===== config.mk =====
export PLATFORM = sky130hd
export DESIGN_NAME = bcd_stopwatch_core
export DESIGN_NICKNAME = d
export VERILOG_FILES = /design/src/rtl/bcd_stopwatch_core.sv
export SDC_FILE = /design/constraint.sdc
export NUM_CORES = 1
export LEC_CHECK = 0
export ABC_CLOCK_PERIOD_IN_PS = 2600
export BUFFER_PORTS_ARGS = -buffer_cell sky130_fd_sc_hd__buf_2
export CELL_PAD_IN_SITES_DETAIL_PLACEMENT = 0
export CELL_PAD_IN_SITES_GLOBAL_PLACEMENT = 1
export CORE_MARGIN = 2
export CORE_UTILIZATION = 48
export DETAILED_ROUTE_END_ITERATION = 7
export MAX_ROUTING_LAYER = met4
export PLACE_DENSITY = 0.9
export SLEW_MARGIN = 5
export SYNTH_ARGS = -nofsm -noshare
export SYNTH_HDL_FRONTEND = slang
export SYNTH_SLANG_ARGS = --single-unit

===== constraint.sdc =====
create_clock -name clk -period 2.6 [get_ports clk]
set_input_delay 0.13 -clock clk [delete_from_list [all_inputs] [get_ports clk]]
set_output_delay 0.13 -clock clk [all_outputs]
set_load 0.02 [all_outputs]

===== src/rtl/bcd_stopwatch_core.sv =====
// bcd_stopwatch_core
// MM:SS stopwatch feeding the 4-digit seven-segment scan driver. Raw buttons
// are synchronized, debounced and turned into one-cycle pulses. A start/pause/
// clear FSM gates a prescaler and a saturating packed-BCD time counter.
//
// Optional feature macro: STOPWATCH_LAP_EN (adds btn_lap and a lap-hold display)
//
// Ports:
//   clk        system clock
//   rst        asynchronous reset, active low
//   btn_start  raw start/pause button, active high, asynchronous to clk
//   btn_clear  raw clear button, active high, asynchronous to clk
//   btn_lap    raw lap button (STOPWATCH_LAP_EN only)
//   nums       packed BCD {min tens, min units, sec tens, sec units}
//   running    high while in RUN
//   done       high while in DONE (saturated at 59:59)

// Button conditioner: 2-FF sync, DEB_LEN-sample debounce, rising-edge pulse.
module bcd_stopwatch_btn #(
    parameter int DEB_LEN = 16
) (
    input  logic clk,
    input  logic rst,
    input  logic btn_i,
    output logic pulse_o
);
    localparam int FILL = DEB_LEN + 2;
    localparam int FW   = $clog2(FILL + 1);

    logic               sync1_q, sync2_q;
    logic [DEB_LEN-1:0] sh_q;
    logic               level_q, level_prev_q, armed_q;
    logic [FW-1:0]      fill_q;
    logic               filled;

    // filled: every bit of sh_q now holds a real post-reset sample
    assign filled = (fill_q == FW'(FILL));

    always_ff @(posedge clk or negedge rst) begin
        if (!rst) begin
            sync1_q      <= 1'b0;
            sync2_q      <= 1'b0;
            sh_q         <= '0;
            level_q      <= 1'b0;
            level_prev_q <= 1'b0;
            armed_q      <= 1'b0;
            fill_q       <= '0;
        end else begin
            sync1_q <= btn_i;
            sync2_q <= sync1_q;
            sh_q    <= {sh_q[DEB_LEN-2:0], sync2_q};
            if (!filled)
                fill_q <= fill_q + 1'b1;
            if (&sh_q)
                level_q <= 1'b1;
            else if (~|sh_q)
                level_q <= 1'b0;
            level_prev_q <= level_q;
            // A button held across reset must be seen released before it
            // may produce a pulse, so arm only on a real debounced low.
            if (filled && ~|sh_q)
                armed_q <= 1'b1;
        end
    end

    assign pulse_o = level_q & ~level_prev_q & armed_q;
endmodule

// State table:
//   S_IDLE  | cleared, nums=0000, waiting for start
//   S_RUN   | prescaler counting, time increments on tick
//   S_PAUSE | prescaler and time frozen
//   S_DONE  | saturated at 59:59, only clear leaves
module bcd_stopwatch_core #(
    parameter int TICK_DIV = 100_000_000,
    parameter int DEB_LEN  = 16
) (
    input  logic        clk,
    input  logic        rst,
    input  logic        btn_start,
    input  logic        btn_clear,
`ifdef STOPWATCH_LAP_EN
    input  logic        btn_lap,
`endif
    output logic [15:0] nums,
    output logic        running,
    output logic        done
);
    localparam int              PW    = (TICK_DIV > 1) ? $clog2(TICK_DIV) : 1;
    localparam logic [PW-1:0]   P_MAX = PW'(TICK_DIV - 1);
    localparam logic [15:0]     T_MAX = 16'h5959;

    typedef enum logic [1:0] {S_IDLE, S_RUN, S_PAUSE, S_DONE} state_t;

    state_t        state_q;
    logic [PW-1:0] presc_q;
    logic [15:0]   cnt_q;
    logic          running_q, done_q;
    logic          start_p, clear_p, tick, at_max;
    logic [15:0]   cnt_inc, cnt_run;

    function automatic logic [15:0] bcd_inc(input logic [15:0] v);
        logic [15:0] r;
        r = v;
        if (v[3:0] == 4'd9) begin
            r[3:0] = 4'd0;
            if (v[7:4] == 4'd5) begin
                r[7:4] = 4'd0;
                if (v[11:8] == 4'd9) begin
                    r[11:8]  = 4'd0;
                    r[15:12] = v[15:12] + 4'd1;
                end else begin
                    r[11:8] = v[11:8] + 4'd1;
                end
            end else begin
                r[7:4] = v[7:4] + 4'd1;
            end
        end else begin
            r[3:0] = v[3:0] + 4'd1;
        end
        return r;
    endfunction

    bcd_stopwatch_btn #(.DEB_LEN(DEB_LEN)) u_btn_start (
        .clk(clk), .rst(rst), .btn_i(btn_start), .pulse_o(start_p)
    );
    bcd_stopwatch_btn #(.DEB_LEN(DEB_LEN)) u_btn_clear (
        .clk(clk), .rst(rst), .btn_i(btn_clear), .pulse_o(clear_p)
    );

    assign tick    = (state_q == S_RUN) && (presc_q == P_MAX);
    assign at_max  = (cnt_q == T_MAX);
    assign cnt_inc = bcd_inc(cnt_q);
    assign cnt_run = tick ? cnt_inc : cnt_q;

`ifdef STOPWATCH_LAP_EN
    logic        lap_p, lap_hold_q;
    // disp_q doubles as the lap register: while holding it simply stops following the count
    logic [15:0] disp_q;

    bcd_stopwatch_btn #(.DEB_LEN(DEB_LEN)) u_btn_lap (
        .clk(clk), .rst(rst), .btn_i(btn_lap), .pulse_o(lap_p)
    );
`endif

    always_ff @(posedge clk or negedge rst) begin
        if (!rst) begin
            state_q   <= S_IDLE;
            presc_q   <= '0;
            cnt_q     <= '0;
            running_q <= 1'b0;
            done_q    <= 1'b0;
`ifdef STOPWATCH_LAP_EN
            lap_hold_q <= 1'b0;
            disp_q     <= '0;
`endif
        end else if (clear_p) begin
            // clear has priority over start and tick in every state
            state_q   <= S_IDLE;
            presc_q   <= '0;
            cnt_q     <= '0;
            running_q <= 1'b0;
            done_q    <= 1'b0;
`ifdef STOPWATCH_LAP_EN
            lap_hold_q <= 1'b0;
            disp_q     <= '0;
`endif
        end else begin
            case (state_q)
                S_IDLE: begin
                    presc_q <= '0;
                    cnt_q   <= '0;
                    if (start_p) begin
                        state_q   <= S_RUN;
                        running_q <= 1'b1;
                    end
                end
                S_RUN: begin
                    presc_q <= tick ? '0 : presc_q + 1'b1;
                    if (tick && at_max) begin
                        // saturate instead of wrapping past 59:59
                        state_q   <= S_DONE;
                        running_q <= 1'b0;
                        done_q    <= 1'b1;
`ifdef STOPWATCH_LAP_EN
                        lap_hold_q <= 1'b0;
                        disp_q     <= T_MAX;
`endif
                    end else begin
                        cnt_q <= cnt_run;
                        if (start_p) begin
                            state_q   <= S_PAUSE;
                            running_q <= 1'b0;
                        end
`ifdef STOPWATCH_LAP_EN
                        if (lap_p && !lap_hold_q) begin
                            lap_hold_q <= 1'b1;
                            disp_q     <= cnt_q;   // pre-increment value
                        end else if (lap_p) begin
                            lap_hold_q <= 1'b0;
                            disp_q     <= cnt_run;
                        end else if (!lap_hold_q) begin
                            disp_q <= cnt_run;
                        end
`endif
                    end
                end
                S_PAUSE: begin
                    if (start_p) begin
                        state_q   <= S_RUN;
                        running_q <= 1'b1;
                    end
                end
                S_DONE: begin
                    presc_q <= '0;
                end
                default: begin
                    state_q   <= S_IDLE;
                    running_q <= 1'b0;
                    done_q    <= 1'b0;
                end
            endcase
        end
    end

`ifdef STOPWATCH_LAP_EN
    assign nums = disp_q;
`else
    assign nums = cnt_q;
`endif
    assign running = running_q;
    assign done    = done_q;
endmodule


== After elaboration in Yosys (flattened, before gate mapping) ==
Index checks and enable logic that the tools add are counted.

* Bits of input ports: 4
* Register bits: 99
* Output and inout port bits: 18

* Bitwise operators: 6
* Reductions and logical operators: 24
* $add $sub $neg: 7
* Equality and inequality tests: 19
* Multiplexer cells: 30

{| class="wikitable"
|+ Operator list
! operator !! count
|-
| 27-bit 2-to-1 mux || 2
|-
| 27-bit case mux with 2 select lines || 1
|-
| 16-bit 2-to-1 mux || 3
|-
| 16-bit case mux with 2 select lines || 1
|-
| 16-bit AND reduction || 2
|-
| 16-bit OR reduction || 2
|-
| 27-bit by 1-bit adder with 27-bit output (second input constant) || 1
|-
| 27-bit == test (second input constant) || 1
|-
| 4-bit by 1-bit adder with 4-bit output (second input constant) || 4
|-
| 16-bit by 15-bit == test with 1-bit output (second input constant) || 1
|-
| 4-bit 2-to-1 mux || 4
|-
| 12-bit 2-to-1 mux || 1
|-
| 1-bit 2-to-1 mux || 11
|-
| 5-bit by 1-bit adder with 5-bit output (second input constant) || 2
|-
| 5-bit == test (second input constant) || 2
|-
| 3-bit by 2-bit != test with 1-bit output (second input constant) || 3
|-
| 3-bit nonzero test || 3
|-
| 4-bit == test (second input constant) || 2
|-
| 2-bit 2-to-1 mux || 4
|-
| 8-bit 2-to-1 mux || 1
|-
| 3-bit != test (second input constant) || 2
|-
| 3-bit AND reduction || 2
|-
| 6-bit AND reduction || 1
|-
| 5-bit AND reduction || 1
|-
| 17 further kinds || 29
|}

== Longest topological paths before layout ==
Gate-level depths: netlist of run 1.

* Word-level depth: 8
* Gate-level depth with buffers: 10
* Mapped depth without buffers: 8

== By module ==
A second synthesis of run 1 with hierarchy kept.

* Cell total of the unflattened synthesis: 395
* Area, all modules: 4,362.9 um2

{| class="wikitable"
|+ Modules (own cells, without submodules)
! module !! times used !! cells each !! area an instance (um2) !! sequential area each (um2)
|-
| bcd_stopwatch_core || 1 || 287 || 2,636.3 || 1,176.1
|-
| bcd_stopwatch_btn || 2 || 54 || 863.3 || 650.6
|}

== Least setup slack after synthesis of run 1 ==
No wires, ideal clock.

* Path kind: register to register
* From: register presc_q[12]
* To: register cnt_q[2], in the netlist nums[2]
* Cell stages (with the launch flop): 8
* Library setup time: 96 ps
* Arrival: 2,130 ps
* Required time: 2,504 ps
* Buffers on the path: 1
* Setup slack: 374 ps
* Cells stage by stage: dfrtp_1 > or4b_1 > nor3_2 > and3_4 > mux2i_1 > clkbuf_1 > o21ai_0 > o31ai_1

* Word-level cells in the longest chain between the ends: 5

{| class="wikitable"
|+ Ends and longest elaborated chain
! what !! RTL line !! text
|-
| from (decl) || 96 || <nowiki>logic [PW-1:0] presc_q;</nowiki>
|-
| from (signal assigned) || 179 || <nowiki>presc_q <= tick ? '0 : presc_q + 1'b1;</nowiki>
|-
| 27-bit == test * || 131 || <nowiki>assign tick = (state_q == S_RUN) && (presc_q == P_MAX);</nowiki>
|-
| 1-bit logical AND * || 131 ||
|-
| 1-bit logical AND || 180 || <nowiki>if (tick && at_max) begin</nowiki>
|-
| 3-bit != test (no source line) || n/a ||
|-
| 3-bit AND reduction (no source line) * || n/a ||
|-
| to (signal assigned) || 190 || <nowiki>cnt_q <= cnt_run;</nowiki>
|-
| to (decl) || 97 || <nowiki>logic [15:0] cnt_q;</nowiki>
|}

Every way passes the cells marked *; elsewhere a longest branch is shown, timed or not.
A chain may end at the register's enable or synchronous reset.

== Worst setup path after layout of run 1 ==
* From: register presc_q[12]
* To: register cnt_q[3], in the netlist nums[3]

The elaborated chain is that of the path after synthesis.

==> results of run 1 <==
sequential cells by signal (all words and copies together), names as in the netlist, 2 cells and up:
register and count:
u_btn_start.sh_q 16, u_btn_start.fill_q 5, u_btn_clear.fill_q 5, state_q 2
nums 16, presc_q 27, u_btn_clear.sh_q 16
stage by stage:
| stage | hold slack, ps | std cells | setup slack (ps) | cell area (µm²) | power (µW) |
|---|---|---|---|---|---|
| after floorplan | -166 | 423 | 374 | 4440 | 1620 |
| after global placement | 147 | 554 | 201 | 4730 | 1660 |
| after global routing | 299 | 573 | 73.4 | 4960 | 2680 |
| final | 277 | 573 | 272 | 4960 | 2580 |
| after CTS | 285 | 573 | 78.2 | 4960 | 2610 |
| after detailed placement | 151 | 554 | 115 | 4730 | 1660 |
per-layer routing:
metal | vias to the layer above | global-route usage (%) | share of wire, %
met2 | 79 | 27.9 | 46
li1 | 1630 | - | -
met1 | 1613 | 26.7 | 49
met3 | 5 | 5.01 | 4.4
met4 | 0 | 5.69 | 0.86
met5 | - | - | 0
logic make-up after synthesis:
| kind of cell | Yosys count | synth area share, % |
|---|---|---|
| xor gates and xnor gates | 9 | 1.77 |
| AOI/OAI and AO/OA | 91 | 13.4 |
| muxes | 3 | 0.704 |
| buffers and inverters | 32 | 3.13 |
| DFF | 99 | 55.8 |
| and+or+nand+nor | 173 | 20.7 |
| adders and majority gates | 16 | 4.51 |
cells in the mapped netlist, types with 3 or more instances:
cell type  number
inv_1          16
nor2_1         24
or3_1           5
nand3b_1        6
nand4_1        20
or2_2           3
and2_1          3
o21ai_0        36
o31ai_1        18
and3_1          5
nor4_1         13
a21o_1          9
a22o_1          5
a21oi_1         7
nor3_1         24
or4_1           4
dfrtp_1        99
o41ai_1         5
xnor2_1         9
nand2_1        33
ha_1           16
nand3_1        24
clkbuf_1       10
worst max path at each step:
stage / from / endpoint / cells after the start
detailed placement: presc_q[1] / presc_q[20] / 8
global placement: presc_q[1] / presc_q[24] / 8
global route: presc_q[1] / nums[3] / 8
CTS: presc_q[1] / presc_q[20] / 8
floorplan: presc_q[12] / nums[2] / 7
finish: presc_q[12] / nums[3] / 7
where the power goes:
part           leakage (µW)  total, µW  internal, µW  switching [µW]
clock             0.0000929        947           392             554
combinational      0.000882       44.2          11.7            32.5
sequential          0.00128       1590          1570            20.4
total               0.00225       2580          1970             607
worst max-delay path: stages (launching register included):
cell and delay [ps]:
dfrtp_1 460, or4b_1 550, nor3_2 150, and3_4 260, mux2i_1 80, buf_4 200
or4_1 470, nand3_1 90
cell type report:
type	instances	area, µm²
Fill cell	786	4150
Sequential cell	99	2480
Multi-Input combinational cell	292	1830
Timing Repair Buffer	39	263
Tap cell	111	139
Clock buffer	10	138
Inverter	16	60.1
Clock inverter	6	55.1
timing repair:
| action | in CTS | in global routing |
|---|---|---|
| resized for setup | 0 | 1 |
| hold buffers | 3 | 0 |
| setup endpoints to repair | 0 | 8 |
| hold endpoints to repair | 39 | 0 |
| setup buffers | 0 | 0 |
==> qor.yml, run 1 <==
clock_network:
  clkTransAtPathRegs_ps: 110
  numClockSinks: 99
  cts_max_level: 3
  insertion_delay_ps: 370
  cts_tree: "done"
  cts_root_buf: "clkbuf_8"
  cts.path.max_buffers: 2
  cts_buffers: 9
cells_and_area:
  final_common_cell: "dfrtp_1"
  diodes: 0
  layout-drive-gt1-share_pct: 13.0
  finalCoreUtilization_pct: 54.5
  num-nets-final: 477
  layout_common_cells: "dfrtp_1 (99), o21ai_0 (36), nand2_1 (33), nand3_1 (24), nor3_1 (24)"
  syn_to_final_growth_pct: 11.7
setup_path:
  worstSetupPathType: "register to register"
  ff2ff_path_depth: 7
  required_ps: 2890
  rrSetupSlack_ps: 270
  reg2reg_from: "presc_q[12]"
  start_kind: "register"
  arrival_ps: 2620
  timing.rr.end: "nums[3]"
  cp_max_fo: 16
  worst_setup_path_end_kind: "register"
global_route:
  grt_pass1_vias: 3147
  grt_use_total_pct: 19.2
  grt_overflow: 0
  grt_max_degree: 43
  grt_first_pass_wirelength_um: 15000
  antenna_found_initial: 0
power_and_ir_drop:
  power.density_nw_per_um2: 520
  power_leakage_uw: 0.00225
  peakVddDrop_mv: 0.247
sta:
  finClkSkew_ps: 16.4
  max_freq_ghz: 0.430
  slew_viol_final: 0
  layout_min_cycle_time_ps: 2330
  rsz0062_at_grt: "no"
  worst_slew_pin_slew_ps: 816
  maxSlewHeadroom_pct: 44.8
  hold_viol_final: 0
  setup_viol: 0
  period_share_pct: 89.5
  tns_ps: 0
yosys:
  synth_top_area_share_pct: 55.8
  synth_top_cells_by_area: "dfrtp_1 (56%), ha_1 (4.5%), o21ai_0 (4.1%), o31ai_1 (3.0%), nand4_1 (2.8%)"
  synth_edf_count: 0
  syn_area_per_cell_um2: 10.5
  yosys.area.top_type: "dfrtp_1"
  ys_types: 45
  synthArstFlopShare_pct: 100
  synth_cells: 423
  synthFlopType: "dfrtp_1"
  synth_nets: 443
  syn-cell-area_um2: 4440
  yosysWarnings: 0
  ys_seq_area_share_pct: 55.8
  ys_ff_latch: 99
floorplanning:
  boundaryPins: 22
  dieArea_um2: 10000
  die_h_um: 100
  start_util_pct: 48.8
  die_x_um: 100
  core-area_um2: 9110
  fp-row-count: 35
detailed_routing:
  drtIter0Drc: 172
  dr.pass1.iters: 4
  drtAntennaViolNets: 0
  post-route-drc-count: 0
  viasPerCell: 5.81
  vias: 3327
  routedWlPerCell_um: 15.0
  drt_wl_total_um: 8620
flow_run:
  max_cap_violations: 0
placement:
  io_buffers: 21
  gp_congestion: 0.842
  hpwl_um: 5950
worst_hold_path:
  hold_path_class: "input pin to asynchronous set/reset pin"
outcome:
  outcome: "finished clean"
Note: power is estimated with default switching activity, not from simulation.
==> inputs of run 2 (changes only) <==
- CELL_PAD_IN_SITES_DETAIL_PLACEMENT: 0 -> 1
- CELL_PAD_IN_SITES_GLOBAL_PLACEMENT: 1 -> 2
- CORE_ASPECT_RATIO: default -> 0.6
- CORE_UTILIZATION: 48 -> 41
- PLACE_DENSITY: 0.9 -> 0.91
- SYNTH_HIERARCHICAL: default -> 1
==> run 2 against run 1 <==
Against the previous run: clock-buffer cell count decreased by 1; non-clock buffer count shrank 3; first-iteration DRC count increased by 8.1%; via count decreased by 3.4%; register-to-register slack worse by 140 ps.
==> qor.yml, run 2 <==
outcome:
  outcome: "finished clean"
yosys:
  synth_cells: 395
  yosys.area.top_type: "dfrtp_1"
  synth_top_cells_by_area: "dfrtp_1 (57%), ha_1 (4.6%), nor2_1 (3.4%), nand4_1 (3.0%), xor2_1 (3.0%)"
  synth_common_cells: "dfrtp_1 (99), nor2_1 (40), nand2_1 (30), o21ai_0 (26), nand4_1 (21)"
  synth_nets: 415
  yosysMostFrequentCell: "dfrtp_1"
  synthFlopType: "dfrtp_1"
  yosysWarnings: 6
  syn-cell-area_um2: 4360
  synth_edf_count: 0
  ys_seq_area_share_pct: 56.8
  synth_top_area_share_pct: 56.8
  syn_area_per_cell_um2: 11.0
  ys_types: 46
  synthArstFlopShare_pct: 100
  ys_ff_latch: 99
power_and_ir_drop:
  power_frac_comb_pct: 1.6
  power_leakage_uw: 0.00212
  switching_share_pct: 22.4
  intPower_uw: 2220
  clockPowerShare_pct: 42.8
  switchingPower_uw: 641
  peakVddDrop_mv: 0.336
  power_frac_seq_pct: 55.7
  power.density_nw_per_um2: 567
placement:
  gp_congestion: 0.792
  io_buffers: 21
  hpwl_um: 7410
setup_path:
  worstSetupPathType: "register to register"
  slowest_stage: "or4_4"
  required_ps: 2870
  crit_buf_inv: 1
  cp_max_fo: 5
  cp_slowest_stage_delay_ps: 560
  worst_setup_path_end_kind: "register"
  arrival_ps: 2740
  crit_path_cell_trace: "inv_1 > ha_1 > or3b_2 > nand3_1 > or4_4 > or3_1 > a21oi_1"
  crit_family: "simple AND/OR/NAND/NOR gates"
  start_kind: "register"
global_route:
  antenna_found_initial: 0
  grt_pass1_vias: 3321
  grt_first_pass_wirelength_um: 17400
  grt_use_total_pct: 20.3
  grt_max_degree: 71
  grt_overflow: 0
detailed_routing:
  post-route-drc-count: 0
  drtIter0Drc: 186
  vias: 3215
  drtAntennaViolNets: 0
  drt_wl_total_um: 10300
  dr.pass1.iters: 5
  viasPerCell: 5.56
  routedWlPerCell_um: 17.8
sta:
  layout_min_cycle_time_ps: 2470
  rsz0062_at_grt: "no"
  hold_slack_ps: 258
  period_share_pct: 94.9
  finClkSkew_ps: 8.37
  max_freq_ghz: 0.405
  slew_viol_final: 0
  setup_viol: 0
  worst_slew_pin_slew_ps: 629
  tns_ps: 0
  maxSlewHeadroom_pct: 57.8
  hold_viol_final: 0
worst_hold_path:
  hold_path_class: "input pin to asynchronous set/reset pin"
clock_network:
  numClockSinks: 99
  cts_max_level: 3
  clkTransAtPathRegs_ps: 70
  cts_tree: "done"
  cts_buffers: 9
  insertion_delay_ps: 350
  cts_root_buf: "clkbuf_16"
  cts.path.max_buffers: 2
floorplanning:
  core-area_um2: 10500
  dieArea_um2: 11500
  die_x_um: 137
  die_h_um: 83.9
  fp-row-count: 29
  start_util_pct: 41.8
  boundaryPins: 22
cells_and_area:
  regMostFlops: "presc_q"
  final_common_cell: "dfrtp_1"
  layout-drive-gt1-share_pct: 15.9
  diodes: 0
  largest_reg_flops: 27
  num-nets-final: 456
  layout_common_cells: "dfrtp_1 (98), nor2_1 (40), nand2_1 (30), o21ai_0 (25), nand4_1 (21)"
  finalCoreUtilization_pct: 48.4
  syn_to_final_growth_pct: 15.9
flow_run:
  max_cap_violations: 0
[run 2: path summary, 6_finish.rpt]
path / from / endpoint / slack (ps) / cells past startpoint
min: rst / presc_q[11] / 260 / 2
max: state_q[0] / presc_q[23] / 130 / 7
min in group clk: u_btn_clear/sync1_q / u_btn_clear/sync2_q / 350 / 0
max in group asynchronous: rst / u_btn_clear/fill_q[1] / 1660 / 3
max reg2reg: state_q[0] / presc_q[23] / 130 / 7
min reg2reg: u_btn_clear/sync1_q / u_btn_clear/sync2_q / 350 / 0
[run 2: power by group through the flow]
stage          Sequential, µW  Combinational [µW]  Clock, µW
4_1_cts                  1590                48.4       1260
3_5_place_dp             1620                44.8          0
3_3_place_gp             1620                43.4          0
5_1_grt                  1600                52.8       1330
2_1_floorplan            1620                5.52          0
6_report                 1600                44.7       1230
[run 2: final cells by class]
type	count	area [µm²]
clock buffer	9	225
clock inverter	5	40.0
fill	1151	5390
inverter	15	56.3
multi-input combinational	275	1840
sequential	99	2480
tap	139	174
timing repair buffer	36	240
[run 2: timing repair]
action,in CTS,in global routing
hold buffers,3,0
setup buffers,0,1
endpoints found under the hold margin,31,0
resized for setup,0,8
setup endpoints to repair,0,9
[run 2: logic make-up (layout without fill, tap and decap cells)]
kind of cell | count (synthesis) | count (layout) | share of synthesized area, %
compound gates | 62 | 62 | 8.95
mux | 1 | 1 | 0.258
fa+ha+maj | 16 | 16 | 4.59
flops | 99 | 99 | 56.8
buf+inv | 21 | 65 | 1.81
xor+xnor | 28 | 28 | 5.62
simple gates | 168 | 168 | 22.0
[run 2: metal layers]
| metal | track usage [%] | part of all wire [%] | vias up |
|---|---|---|---|
| met2 | 26.9 | 43 | 58 |
| met3 | 6.31 | 4.7 | 13 |
| li1 | - | - | 1514 |
| met4 | 6.00 | 1.5 | 0 |
| met5 | - | 0 | - |
| met1 | 29.7 | 51 | 1630 |
[run 2: through the flow]
stage | cells | worst slack (ps) | total power, µW | instance area (µm²)
final | 578 | 133 | 2870 | 5060
after global routing | 578 | 9.37 | 2980 | 5060
after CTS | 577 | 4.14 | 2910 | 5010
after detailed placement | 560 | 146 | 1670 | 4720
after global placement | 560 | 220 | 1660 | 4720
after floorplan | 395 | 342 | 1620 | 4360
